`src/rtl/demux1x64_deser_pkg.sv`:
```
// Shared constants, FSM state encoding and the parity helper for the 1-to-64 deserializer.
package demux1x64_deser_pkg;

  localparam int MUX_SEL_W = 6;
  localparam int MUX_WIDTH = 64;

  typedef enum logic [1:0] {
    ST_IDLE = 2'd0,
    ST_FILL = 2'd1,
    ST_DONE = 2'd2
  } state_t;

  // Even parity: 1 when the word holds an odd number of ones.
  function automatic logic even_par(input logic [MUX_WIDTH-1:0] w);
    return ^w;
  endfunction

endpackage

```
`src/rtl/demux1x64_deser_dec6to64.sv`:
```
// Index to one-hot write-enable decoder, gated by the beat-accept strobe.
module demux1x64_deser_dec6to64
  import demux1x64_deser_pkg::*;
#(
  parameter int WIDTH = MUX_WIDTH,
  parameter int SEL_W = MUX_SEL_W
) (
  input  logic [SEL_W-1:0] idx,
  input  logic             en,
  output logic [WIDTH-1:0] onehot
);

  // One-hot decode of the write index
  always_comb begin
    onehot = {WIDTH{1'b0}};
    if (en) begin
      onehot[idx] = 1'b1;
    end else begin
      onehot = {WIDTH{1'b0}};
    end
  end

endmodule

```
`src/rtl/demux1x64_deser.sv`:
```
// 1-to-64 bit deserializer with explicit or auto-increment indexing and a valid/ready word output.
// Optional build macro DEMUX64_PARITY_EN enables the registered even-parity output out_par.
module demux1x64_deser
  import demux1x64_deser_pkg::*;
#(
  parameter int WIDTH = MUX_WIDTH,
  parameter int SEL_W = MUX_SEL_W
) (
  input  logic             clk,
  input  logic             rst,
  input  logic             in,
  input  logic             in_valid,
  output logic             in_ready,
  input  logic [SEL_W-1:0] sel,
  input  logic             auto,
  input  logic             clear,
  output logic [WIDTH-1:0] out,
  output logic             out_valid,
  input  logic             out_ready,
  output logic [SEL_W-1:0] ptr,
  output logic             out_par
);

  state_t             state_r;
  logic [WIDTH-1:0]   mask_r;
  logic               accept_s;
  logic [SEL_W-1:0]   idx_s;
  logic [WIDTH-1:0]   we_s;
  logic [WIDTH-1:0]   mask_next_s;
  logic [WIDTH-1:0]   out_next_s;
  logic               full_s;

  assign accept_s    = in_valid & in_ready;
  assign idx_s       = auto ? ptr : sel;
  assign mask_next_s = mask_r | we_s;
  assign out_next_s  = (out & ~we_s) | ({WIDTH{in}} & we_s);
  assign full_s      = &mask_next_s;

  // The same one-hot strobe writes the data bit and marks the index as filled
  demux1x64_deser_dec6to64 #(
    .WIDTH (WIDTH),
    .SEL_W (SEL_W)
  ) u_dec (
    .idx    (idx_s),
    .en     (accept_s),
    .onehot (we_s)
  );

  // Beats are accepted in every state except while a finished word waits
  always_comb begin
    case (state_r)
      ST_IDLE: in_ready = 1'b1;
      ST_FILL: in_ready = 1'b1;
      ST_DONE: in_ready = 1'b0;
      default: in_ready = 1'b0;
    endcase
  end

  // Word assembly, pointer and handshake state machine
  always_ff @(posedge clk) begin
    if (rst || clear) begin
      state_r   <= ST_IDLE;
      mask_r    <= {WIDTH{1'b0}};
      out       <= {WIDTH{1'b0}};
      out_valid <= 1'b0;
      ptr       <= {SEL_W{1'b0}};
    end else begin
      case (state_r)
        ST_IDLE, ST_FILL: begin
          if (accept_s) begin
            out    <= out_next_s;
            mask_r <= mask_next_s;
            if (auto) begin
              ptr <= ptr + {{(SEL_W-1){1'b0}}, 1'b1};
            end
            // Completion depends only on every index having been written once
            if (full_s) begin
              state_r   <= ST_DONE;
              out_valid <= 1'b1;
            end else begin
              state_r <= ST_FILL;
            end
          end
        end
        ST_DONE: begin
          if (out_ready) begin
            state_r   <= ST_IDLE;
            out_valid <= 1'b0;
            mask_r    <= {WIDTH{1'b0}};
            ptr       <= {SEL_W{1'b0}};
          end
        end
        default: begin
          state_r   <= ST_IDLE;
          out_valid <= 1'b0;
          mask_r    <= {WIDTH{1'b0}};
          ptr       <= {SEL_W{1'b0}};
        end
      endcase
    end
  end

`ifdef DEMUX64_PARITY_EN
  logic par_r;

  // Parity of the completed word, captured as the word is finished
  always_ff @(posedge clk) begin
    if (rst || clear) begin
      par_r <= 1'b0;
    end else if (accept_s && full_s) begin
      par_r <= even_par(out_next_s);
    end else begin
      par_r <= par_r;
    end
  end

  assign out_par = par_r;
`else
  assign out_par = 1'b0;
`endif

endmodule
```
`config.mk`:
```
export PLATFORM = sky130hd
export DESIGN_NAME = demux1x64_deser
export DESIGN_NICKNAME = d
export VERILOG_FILES = /design/src/rtl/demux1x64_deser_pkg.sv /design/src/rtl/demux1x64_deser_dec6to64.sv /design/src/rtl/demux1x64_deser.sv
export SDC_FILE = /design/constraint.sdc
export NUM_CORES = 1
export LEC_CHECK = 0
export CAP_MARGIN = 40
export CORE_ASPECT_RATIO = 0.5
export CORE_MARGIN = 8
export CORE_UTILIZATION = 50
export DETAILED_ROUTE_END_ITERATION = 10
export PLACE_DENSITY = 0.71
export SLEW_MARGIN = 20
export SYNTH_ARGS = -nofsm -noshare
export SYNTH_HDL_FRONTEND = slang
export SYNTH_SLANG_ARGS = --single-unit
```
`constraint.sdc`:
```
create_clock -name clk -period 4.4 [get_ports clk]
set_input_delay 0.88 -clock clk [delete_from_list [all_inputs] [get_ports clk]]
set_output_delay 0.88 -clock clk [all_outputs]
set_load 0.02 [all_outputs]
```
==> results by group, run 1 <==
Global routing
  – Combined global-route utilization of all metal layers: 19.8%
  – Number of global-route vias before repair: 4,653
  – Grt ovf: 0
  – Antenna violations before repair: 0
  – Wire length of the first global-routing pass: 24,800 um
  – Pin count of the biggest net entering global routing: 69

Place
  – Gpl congestion: 0.784
  – Worst setup timing slack at the placement stage: 0.188 ns
  – Port buffer count: 84
  – Detailed placement HPWL: 9830 um

Clock network
  – Number of setup buffers added after CTS: 0
  – Worst-case clock buffer depth: 2
  – Number of sinks on the clock net: 137
  – CTS Root Buffer Type: sky130_fd_sc_hd__clkbuf_16
  – Number of H-tree levels: 4
  – CTS tree: done
  – Worst-skew pair later-pin latency: 0.42 ns
  – TritonCTS Buffers: 17
  – Post-CTS resize count: 0
  – Post-cts hold buffer count: 0
  – Post-CTS clock slew at the launch and capture registers of the worst setup and hold paths: 0.06 ns

Worst hold path
  – Number of instances on the worst hold path: 2
  – Worst min-delay path category: reg2reg

Timing
  – Worst-margin pin slew: 0.785 ns
  – Post-route clock skew: 0.00990 ns
  – Final number of hold-violating endpoints: 0
  – Max transition margin: 47.7%
  – Maximum clock frequency: 261 MHz
  – Number of max-slew violations in the final report: 0
  – Clock period minus worst slack: 3.83 ns
  – Final critical-path setup slack: 0.568 ns
  – Final clock period utilization by the worst path: 87.1%
  – Final sum of negative setup slack: 0 ns
  – RSZ-0062 raised after global routing: false
  – Final-report setup violation count: 0

Power
  – Switching fraction of total power: 22.8%
  – Share of total power in sequential cells: 43.9%
  – Net switching power: 647 uW
  – Fraction of power consumed by the clock network: 50.8%
  – Combinational Power Share: 5.3%
  – Internal power: 2190 uW
  – Max rail drop VDD: 236 uV
  – Total power per unit cell area: 392 nW/um^2
  – Leakage power: 0.00233 uW

Logic synthesis
  – Gate count after technology mapping: 692
  – Total of flip-flops plus latches after synthesis: 137
  – Adder-Cell Fraction of Synth Area: 0.222%
  – Ys Warns: 0
  – Parity-gate share of the synthesized area counting xor and xnor cells: 0.622%
  – Most area-consuming cells after synthesis: sky130_fd_sc_hd__dfxtp_1, sky130_fd_sc_hd__a21oi_1, sky130_fd_sc_hd__nand2_1, sky130_fd_sc_hd__nand3_1, sky130_fd_sc_hd__nor2_1
  – Async SR Flop Fraction: 0%
  – Unique cell type count in the Yosys netlist: 47
  – Syn nets: 706
  – Mux cell area share after synthesis: 1.31%
  – Cell types with the highest counts after synthesis: sky130_fd_sc_hd__dfxtp_1, sky130_fd_sc_hd__nand2_1, sky130_fd_sc_hd__a21oi_1
  – Simple-gate share of the synthesized area: 27.6%
  – Mapped cell area: 5630 sq um
  – Biggest area consumer among synthesized cells: sky130_fd_sc_hd__dfxtp_1
  – Proportion of synthesized chip area in sequential cells: 48.7%
  – Synthesized area per cell: 8.14 sq um
  – Synth top area share: 48.7%
  – Main combinational cell family by area after synthesis: simple AND/OR/NAND/NOR gates
  – Synthesized-area fraction occupied by ao, oa, aoi and oai cells: 16.3%
  – Dominant register cell in the synthesized netlist: sky130_fd_sc_hd__dfxtp_1
  – Post-synth EDFFs: 0

Worst setup path
  – Critical Path AT: 4.14 ns
  – Cell chain of the critical path: clkdlybuf4s50_1 > buf_4 > buf_4 > or3b_1 > a21oi_2 > a21oi_1 > nor4_1 > nand4_1 > nor4_2 > nand2_1 > nor3b_1
  – Most common cell on crit path: sky130_fd_sc_hd__buf_4
  – CP startpoint kind: input pin
  – Cell type group with the largest total delay on the critical path: simple AND/OR/NAND/NOR gates
  – Critical path's slowest cell: sky130_fd_sc_hd__clkdlybuf4s50_1
  – Setup Crit Path Kind: in2reg
  – Crit Path Max Fanout: 10
  – Crit path capture type: flip-flop
  – Cell count along the critical path: 11
  – R2R depth: 8
  – Critical path's largest stage delay: 0.59 ns
  – Worst path bufs/invs: 3
  – Worst path required time: 4.71 ns

Die
  – Row cnt: 27
  – Starting utilization of the core area: 51.3%
  – Number of I/O pins: 86
  – Die Y-Extent: 91.1 um
  – DIE AREA: 15,100 sq um
  – Area of the core: 11,000 sq um
  – Die width: 166 um

Final layout
  – Share of post-route cells with drive strength above 1: 12.0%
  – Area growth from synthesis to layout: 28.6%
  – Net count, final: 782
  – Area occupied by multi-input gates: 2600 sq um
  – Sequential Area: 2740 sq um
  – FILL cells: 880
  – Inserted Diodes: 0

Routing
  – Vias after detailed routing: 5,174
  – Initial drt markers: 466
  – DRC violations left: 0
  – Number of iterations in the first detailed-routing pass: 6
  – Antenna violation net count after detailed routing: 0
  – Detail-routed via count per cell: 5.59
  – DRT Wirelength: 15,200 um
  – Avg WL per Cell: 16.4 um

Run
  – MaxCap Viol Count: 0

Outcome
  – Outcome: completed
==> cell families after synthesis <==
group	count (synthesis)
mux	6
buf+inv	59
xor+xnor	4
compound gates	149
fa+ha+maj	1
other cells	1
simple gates	335
flops	137
==> stage by stage <==
| stage | utilization (%) | cell area, sq um | power (uW) | instances | hold slack, ns |
|---|---|---|---|---|---|
| after global placement | 60.1 | 6600 | 1410 | 892 | 0.433 |
| final | 66.0 | 7250 | 2840 | 926 | 0.454 |
| after global routing | 66.0 | 7250 | 2920 | 926 | 0.477 |
| after detailed placement | 60.4 | 6630 | 1420 | 893 | 0.440 |
| after floorplan | - | 5630 | 1370 | 692 | 0.424 |
| after CTS | 65.8 | 7230 | 2850 | 925 | 0.455 |
==> worst register-to-register path, stage by stage, from the launching register on <==
cell and delay [ns]:
sky130_fd_sc_hd__dfxtp_1 0.35, sky130_fd_sc_hd__nand2b_1 0.49, sky130_fd_sc_hd__a211oi_4 0.69, sky130_fd_sc_hd__a21oi_1 0.17
sky130_fd_sc_hd__nor4_1 0.36, sky130_fd_sc_hd__nand4_1 0.19, sky130_fd_sc_hd__nor4_2 0.40, sky130_fd_sc_hd__nand2_1 0.08
sky130_fd_sc_hd__nor3b_1 0.14
==> routing by layer <==
metal  share of wire, %  GRT usage, %  vias up
met1                 46          27.1     2466
met4                1.4          6.31        0
met5                  0             0        -
li1                   -             -     2508
met3                7.0          4.97       19
met2                 45          30.4      181
==> cell type report <==
type / count / area share [%]
Sequential cell: 137 / 37.9
Multi-Input combinational cell: 496 / 35.8
Timing Repair Buffer: 115 / 15.5
Clock buffer: 19 / 6.11
Tap cell: 145 / 2.50
Clock inverter: 13 / 2.09
Inverter: 1 / 0.0518
==> power groups by stage <==
| stage | combinational, uW | sequential (uW) | clock [uW] |
|---|---|---|---|
| final | 151 | 1250 | 1440 |
| after global routing | 162 | 1240 | 1520 |
| after CTS | 148 | 1250 | 1460 |
| after detailed placement | 146 | 1270 | 0 |
| after global placement | 141 | 1270 | 0 |
| after floorplan | 97.5 | 1270 | 0 |
==> path summary, 6_finish.rpt <==
check | end | slack [ns] | from
max | state_r[0] | 0.57 | auto
min | mask_r[26] | 0.45 | mask_r[26]
max reg2reg | state_r[0] | 1.41 | state_r[1]
min reg2reg | mask_r[26] | 0.45 | mask_r[26]
==> cells in the final DEF (no fill, tap or decap), types with 2 or more instances in the layout <==
cell type                         instances
sky130_fd_sc_hd__a211oi_2                 3
sky130_fd_sc_hd__a211oi_4                 5
sky130_fd_sc_hd__a21oi_1                120
sky130_fd_sc_hd__a21oi_2                  7
sky130_fd_sc_hd__a41oi_1                  4
sky130_fd_sc_hd__and2_1                   2
sky130_fd_sc_hd__buf_12                   3
sky130_fd_sc_hd__buf_4                   27
sky130_fd_sc_hd__bufinv_16                3
sky130_fd_sc_hd__clkbuf_16               17
sky130_fd_sc_hd__clkdlybuf4s50_1         83
sky130_fd_sc_hd__clkinv_2                 6
sky130_fd_sc_hd__clkinvlp_4               3
sky130_fd_sc_hd__dfxtp_1                137
sky130_fd_sc_hd__mux2_4                   2
sky130_fd_sc_hd__mux2i_1                  3
sky130_fd_sc_hd__nand2_1                136
sky130_fd_sc_hd__nand2b_1                 3
sky130_fd_sc_hd__nand3_1                 68
sky130_fd_sc_hd__nand3b_1                 5
sky130_fd_sc_hd__nand4_1                  9
sky130_fd_sc_hd__nand4b_1                 2
sky130_fd_sc_hd__nor2_1                  78
sky130_fd_sc_hd__nor2b_1                  2
sky130_fd_sc_hd__nor3b_1                  2
sky130_fd_sc_hd__nor4_1                  13
sky130_fd_sc_hd__nor4_2                   2
sky130_fd_sc_hd__o21ai_0                  2
sky130_fd_sc_hd__or3_4                    2
sky130_fd_sc_hd__or3b_1                   2
sky130_fd_sc_hd__or3b_4                   4
sky130_fd_sc_hd__xor2_1                   3
(Power assumes the default switching activity.)
==> run 2, diff against run 1 <==
--- a/config.mk
+++ b/config.mk
@@ -11,6 +11,7 @@
 export CORE_UTILIZATION = 50
 export DETAILED_ROUTE_END_ITERATION = 10
 export PLACE_DENSITY = 0.71
+export SETUP_SLACK_MARGIN = 0.5
 export SLEW_MARGIN = 20
 export SYNTH_ARGS = -nofsm -noshare
 export SYNTH_HDL_FRONTEND = slang
==> run 2 against run 1 <==
Net effect: utilization increased by 0.31 points; highest routed layer unchanged; first-iteration DRC count increased by 4.7%; combinational power about the same; critical endpoint unchanged.
==> results by group, run 2 (synthesis results as in run 1) <==
Worst setup path
  – Critical Path AT: 3.84 ns
  – Cell type group with the largest total delay on the critical path: simple AND/OR/NAND/NOR gates
  – Critical path's slowest cell: sky130_fd_sc_hd__a211oi_4
  – R2R depth: 9
  – CP startpoint kind: input pin
  – Crit Path Max Fanout: 10
  – Setup Crit Path Kind: in2reg
  – Cell chain of the critical path: clkdlybuf4s50_1 > nand2b_1 > a211oi_4 > buf_4 > a21oi_2 > nor4_2 > nand3_1 > nor4_4 > nand2_1 > nor3b_1
  – Reg-to-reg setup timing slack: 1.45 ns
  – Critical register-to-register path endpoint: state_r[0]
  – Worst path bufs/invs: 2
  – Crit path capture type: flip-flop
  – Worst path required time: 4.71 ns
  – Critical path's largest stage delay: 0.62 ns
  – Source of the worst register-to-register timing path: state_r[1]

Global routing
  – Number of global-route vias before repair: 4,653
  – Combined global-route utilization of all metal layers: 19.8%
  – Pin count of the biggest net entering global routing: 69
  – Wire length of the first global-routing pass: 24,800 um
  – Antenna violations before repair: 0
  – Grt ovf: 0

Die
  – DIE AREA: 15,100 sq um
  – Number of I/O pins: 86
  – Starting utilization of the core area: 51.3%
  – Die Y-Extent: 91.1 um
  – Row cnt: 27
  – Die width: 166 um
  – Area of the core: 11,000 sq um

Power
  – Leakage power: 0.00236 uW
  – Total power per unit cell area: 390 nW/um^2
  – Overall power: 2840 uW
  – Max rail drop VDD: 237 uV

Final layout
  – Area growth from synthesis to layout: 29.2%
  – FILL cells: 876
  – Most common cell after layout, fill and taps aside: sky130_fd_sc_hd__dfxtp_1
  – Inserted Diodes: 0
  – Net count, final: 782
  – Final design area excluding fillers: 7280 sq um
  – Share of post-route cells with drive strength above 1: 12.0%
  – Commonest non-fill, non-tap cells in the layout: sky130_fd_sc_hd__dfxtp_1, sky130_fd_sc_hd__nand2_1, sky130_fd_sc_hd__a21oi_1, sky130_fd_sc_hd__clkdlybuf4s50_1, sky130_fd_sc_hd__nor2_1

Routing
  – DRT Wirelength: 15,200 um
  – Antenna violation net count after detailed routing: 0
  – Avg WL per Cell: 16.5 um
  – Detail-routed via count per cell: 5.52
  – Vias after detailed routing: 5,113
  – Initial drt markers: 488
  – Number of iterations in the first detailed-routing pass: 5
  – DRC violations left: 0

Timing
  – Final number of hold-violating endpoints: 0
  – WHS: 0.454 ns
  – Final-report setup violation count: 0
  – Clock period minus worst slack: 3.54 ns
  – Maximum clock frequency: 283 MHz
  – RSZ-0062 raised after global routing: false
  – Worst-margin pin slew: 0.791 ns
  – Max transition margin: 47.3%
  – Final sum of negative setup slack: 0 ns
  – Number of max-slew violations in the final report: 0
  – Final clock period utilization by the worst path: 80.4%
  – Post-route clock skew: 0.0108 ns

Place
  – Area of placed instances: 6630 sq um
  – Port buffer count: 84
  – Detailed placement HPWL: 9830 um
  – Gpl congestion: 0.784

Clock network
  – CTS tree: done
  – Number of H-tree levels: 4
  – Post-CTS clock slew at the launch and capture registers of the worst setup and hold paths: 0.06 ns
  – Number of sinks on the clock net: 137
  – Worst-case clock buffer depth: 2
  – TritonCTS Buffers: 17
  – Worst-skew pair later-pin latency: 0.42 ns
  – Post-cts hold buffer count: 0
  – CTS Root Buffer Type: sky130_fd_sc_hd__clkbuf_16

Worst hold path
  – Number of instances on the worst hold path: 2
  – Worst min-delay path category: reg2reg

Run
  – MaxCap Viol Count: 0

Outcome
  – Outcome: completed
## run 2: cell count changes in the layout (fill, tap and decap cells not counted)
cell	before	now
sky130_fd_sc_hd__nor4_4	0	1
sky130_fd_sc_hd__nor4_2	2	1
sky130_fd_sc_hd__clkdlybuf4s50_1	83	82
sky130_fd_sc_hd__a21oi_2	7	4
sky130_fd_sc_hd__a21oi_4	0	3
sky130_fd_sc_hd__dlymetal6s2s_1	0	1
## run 2: repair_timing
action	CTS	global route
resized for setup	0	5
hold endpoints to repair	0	0
endpoints found under the setup margin	0	3
setup buffers	0	0
## run 2: how the worst max path moves through the flow
stage / from / endpoint / depth (start not counted)
CTS: auto / state_r[0] / 11
floorplan: auto / state_r[0] / 10
detailed placement: auto / state_r[0] / 11
global placement: auto / state_r[0] / 11
finish: in_valid / state_r[0] / 10
global route: in_valid / state_r[0] / 10
## run 2: worst min-delay path, stage by stage, from the launching register on
cell,delay [ns]
sky130_fd_sc_hd__dfxtp_1,0.31
sky130_fd_sc_hd__nand2_1,0.05
sky130_fd_sc_hd__a21oi_1,0.05
## run 2: final cells by class
type / count / area (sq um) / area share (%)
clock inverter: 13 / 151 / 2.08
inverter: 1 / 3.75 / 0.0516
tap: 145 / 181 / 2.49
multi-input combinational: 496 / 2630 / 36.1
clock buffer: 19 / 443 / 6.08
timing repair buffer: 115 / 1130 / 15.5
sequential: 137 / 2740 / 37.7
## run 2: metal layers
metal	wire, um	vias up	GRT usage, %
li1	-	2511	-
met1	7140	2413	27.1
met2	6910	168	30.4
met3	964	21	4.97
met4	228	0	6.31
met5	0	-	0
## run 2: per-stage QoR
stage / cells / setup WS [ns] / util, %
finish: 926 / 0.863 / 66.3
global route: 926 / 0.578 / 66.3
CTS: 925 / 0.589 / 65.8
detailed placement: 893 / 0.188 / 60.4
global placement: 892 / 0.314 / 60.1
floorplan: 692 / 1.51 / -
## run 2: power breakdown
group | internal (uW) | switching, uW
clock | 901 | 541
sequential | 1240 | 1.81
combinational | 48.3 | 104
==> run 3, diff against run 2 <==
==> constraint.sdc (replaced) <==
create_clock -name clk -period 3.3 [get_ports clk]
set_input_delay 0.66 -clock clk [delete_from_list [all_inputs] [get_ports clk]]
set_output_delay 0.66 -clock clk [all_outputs]
set_load 0.02 [all_outputs]
==> run 3 against run 2 <==
Net effect: clock skew grew 0.0012 ns; sequential power grew 33%; sequential cell count is the same; worst hold slack lost 0.0039 ns; highest routed layer unchanged; clock-buffer cell count grew 3; global-route usage grew 3.2 points; critical path depth grew 4; power grew 36%; critical path type unchanged; routed wire length grew 21%.
==> results by group, run 3 (synthesis results as in run 1) <==
Outcome
  – Outcome: completed

Final layout
  – Inserted Diodes: 0
  – Post-route core utilization: 75.5%
  – Commonest non-fill, non-tap cells in the layout: sky130_fd_sc_hd__nand2_1, sky130_fd_sc_hd__dfxtp_1, sky130_fd_sc_hd__a21oi_1, sky130_fd_sc_hd__buf_4, sky130_fd_sc_hd__nor2_1
  – Area occupied by multi-input gates: 2760 sq um
  – Count of non-filler cells in the finished layout: 1,019
  – Share of post-route cells with drive strength above 1: 24.5%
  – Net count, final: 878
  – Final design area excluding fillers: 8290 sq um
  – Area growth from synthesis to layout: 47.2%
  – FILL cells: 722
  – Sequential Area: 2740 sq um

Worst setup path
  – Critical path's slowest cell: sky130_fd_sc_hd__or3b_4
  – CP startpoint kind: input pin
  – Setup Crit Path Kind: in2reg
  – Worst path required time: 3.60 ns
  – Critical path's largest stage delay: 0.43 ns
  – Crit path capture type: flip-flop
  – Most common cell on crit path: sky130_fd_sc_hd__buf_6
  – Cell type group with the largest total delay on the critical path: simple AND/OR/NAND/NOR gates
  – Worst path bufs/invs: 6
  – Cell chain of the critical path: buf_6 > buf_16 > or3b_4 > a211oi_2 > buf_6 > buf_6 > buf_8 > a21oi_2 > nor4_2 > nand3_1 > nor4_2 > buf_4 > nand2_1 > nor3b_2
  – Critical Path AT: 3.10 ns
  – Crit Path Max Fanout: 11

Clock network
  – CTS tree: done
  – TritonCTS Buffers: 17
  – CTS Root Buffer Type: sky130_fd_sc_hd__clkbuf_16
  – Worst-case clock buffer depth: 2
  – Worst-skew pair later-pin latency: 0.41 ns
  – Number of H-tree levels: 4
  – Post-CTS clock slew at the launch and capture registers of the worst setup and hold paths: 0.06 ns
  – Number of sinks on the clock net: 137

Place
  – Detailed placement HPWL: 10,900 um
  – Worst setup timing slack at the placement stage: -0.285 ns
  – Port buffer count: 84
  – Area of placed instances: 7160 sq um
  – Inst Count DP: 958
  – Gpl congestion: 0.882

Die
  – Die Y-Extent: 91.1 um
  – Die width: 166 um
  – Number of I/O pins: 86
  – Row cnt: 27
  – Area of the core: 11,000 sq um
  – DIE AREA: 15,100 sq um
  – Starting utilization of the core area: 51.3%

Timing
  – Final sum of negative setup slack: 0 ns
  – RSZ-0062 raised after global routing: true
  – Post-route clock skew: 0.0119 ns
  – Maximum clock frequency: 357 MHz
  – Final number of hold-violating endpoints: 0
  – Max transition margin: 49.6%
  – Number of max-slew violations in the final report: 0
  – Final clock period utilization by the worst path: 84.9%
  – Final critical-path setup slack: 0.498 ns
  – Clock period minus worst slack: 2.80 ns
  – Worst-margin pin slew: 0.756 ns
  – Final-report setup violation count: 0

Power
  – Combinational Power Share: 7.0%
  – Switching fraction of total power: 22.4%
  – Fraction of power consumed by the clock network: 50.1%
  – Leakage power: 0.00291 uW
  – Net switching power: 867 uW
  – Max rail drop VDD: 346 uV
  – Total power per unit cell area: 467 nW/um^2
  – Internal power: 3010 uW
  – Share of total power in sequential cells: 42.9%

Global routing
  – Number of global-route vias before repair: 5,529
  – Grt ovf: 0
  – Combined global-route utilization of all metal layers: 23.1%
  – Antenna violations before repair: 0
  – Pin count of the biggest net entering global routing: 69
  – Wire length of the first global-routing pass: 28,900 um

Routing
  – DRT Wirelength: 18,400 um
  – Initial drt markers: 538
  – Number of iterations in the first detailed-routing pass: 6
  – Vias after detailed routing: 5,788
  – DRC violations left: 0
  – Detail-routed via count per cell: 5.68
  – Avg WL per Cell: 18.1 um
  – Antenna violation net count after detailed routing: 0

Worst hold path
  – Worst min-delay path category: reg2reg

Run
  – MaxCap Viol Count: 0
-- run 3: cell types whose count changed in the layout (fill, tap and decap cells not counted), moves of 3 or more --
cell                              before  now
sky130_fd_sc_hd__a21oi_1             120  110
sky130_fd_sc_hd__a21oi_2               4   14
sky130_fd_sc_hd__buf_12                3    6
sky130_fd_sc_hd__buf_4                27  101
sky130_fd_sc_hd__buf_6                 0   15
sky130_fd_sc_hd__clkdlybuf4s50_1      82   75
sky130_fd_sc_hd__clkinv_2              6    2
sky130_fd_sc_hd__clkinvlp_4            3    0
sky130_fd_sc_hd__dlygate4sd2_1         0    3
sky130_fd_sc_hd__nor4_1               13    4
sky130_fd_sc_hd__nor4_2                1   10
-- run 3: timing repair --
item / CTS / global route
endpoints found under the setup margin: 3 / 3
pin swaps: 21 / 19
gates resized for setup: 38 / 30
hold buffers: 0 / 0
setup buffers: 18 / 10
gates cloned: 2 / 2
-- run 3: routing by layer --
layer  track usage (%)  vias to the layer above  wire (um)
li1                  -                     2693          -
met1              29.1                     2810       7950
met2              37.7                      250       8710
met3              6.39                       35       1340
met4              8.11                        0        422
met5                 0                        -          0
-- run 3: power by group through the flow --
stage / clock, uW / combinational, uW / sequential (uW)
4_1_cts: 1950 / 246 / 1660
6_report: 1940 / 272 / 1660
5_1_grt: 2020 / 286 / 1660
3_5_place_dp: 0 / 225 / 1700
3_3_place_gp: 0 / 218 / 1700
2_1_floorplan: 0 / 130 / 1700
-- run 3: cell type report --
cell class / instances / share of cell area [%]
clock inverters: 7 / 1.42
repair buffers: 211 / 24.2
clock buffers: 22 / 5.72
inverters: 1 / 0.0453
well taps: 145 / 2.19
flip-flops and latches: 137 / 33.1
multi-input cells: 496 / 33.3
-- run 3: worst register-to-register path, cell delays in order, from the launching register on --
cell,delay [ns]
sky130_fd_sc_hd__dfxtp_1,0.42
sky130_fd_sc_hd__or3b_4,0.48
sky130_fd_sc_hd__a211oi_4,0.26
sky130_fd_sc_hd__buf_6,0.15
sky130_fd_sc_hd__buf_4,0.11
sky130_fd_sc_hd__a21oi_1,0.07
sky130_fd_sc_hd__nor4_1,0.24
sky130_fd_sc_hd__nand4_1,0.20
sky130_fd_sc_hd__nor4_2,0.30
sky130_fd_sc_hd__buf_4,0.17
sky130_fd_sc_hd__nand2_1,0.05
sky130_fd_sc_hd__nor3b_2,0.16
-- run 3: through the flow --
step / hold WS [ns] / power [uW]
finish: 0.450 / 3870
global route: 0.476 / 3970
CTS: 0.454 / 3860
detailed placement: 0.441 / 1920
global placement: 0.435 / 1910
floorplan: 0.424 / 1830
-- run 3: final timing paths --
kind	startpoint	to	slack, ns	cells after the start
setup / recovery	auto	state_r[0]	0.50	14
hold reg to reg	flip-flop	flip-flop	0.45	2
hold / removal	flip-flop	flip-flop	0.45	2
setup reg to reg	ptr[1]	state_r[0]	0.60	11
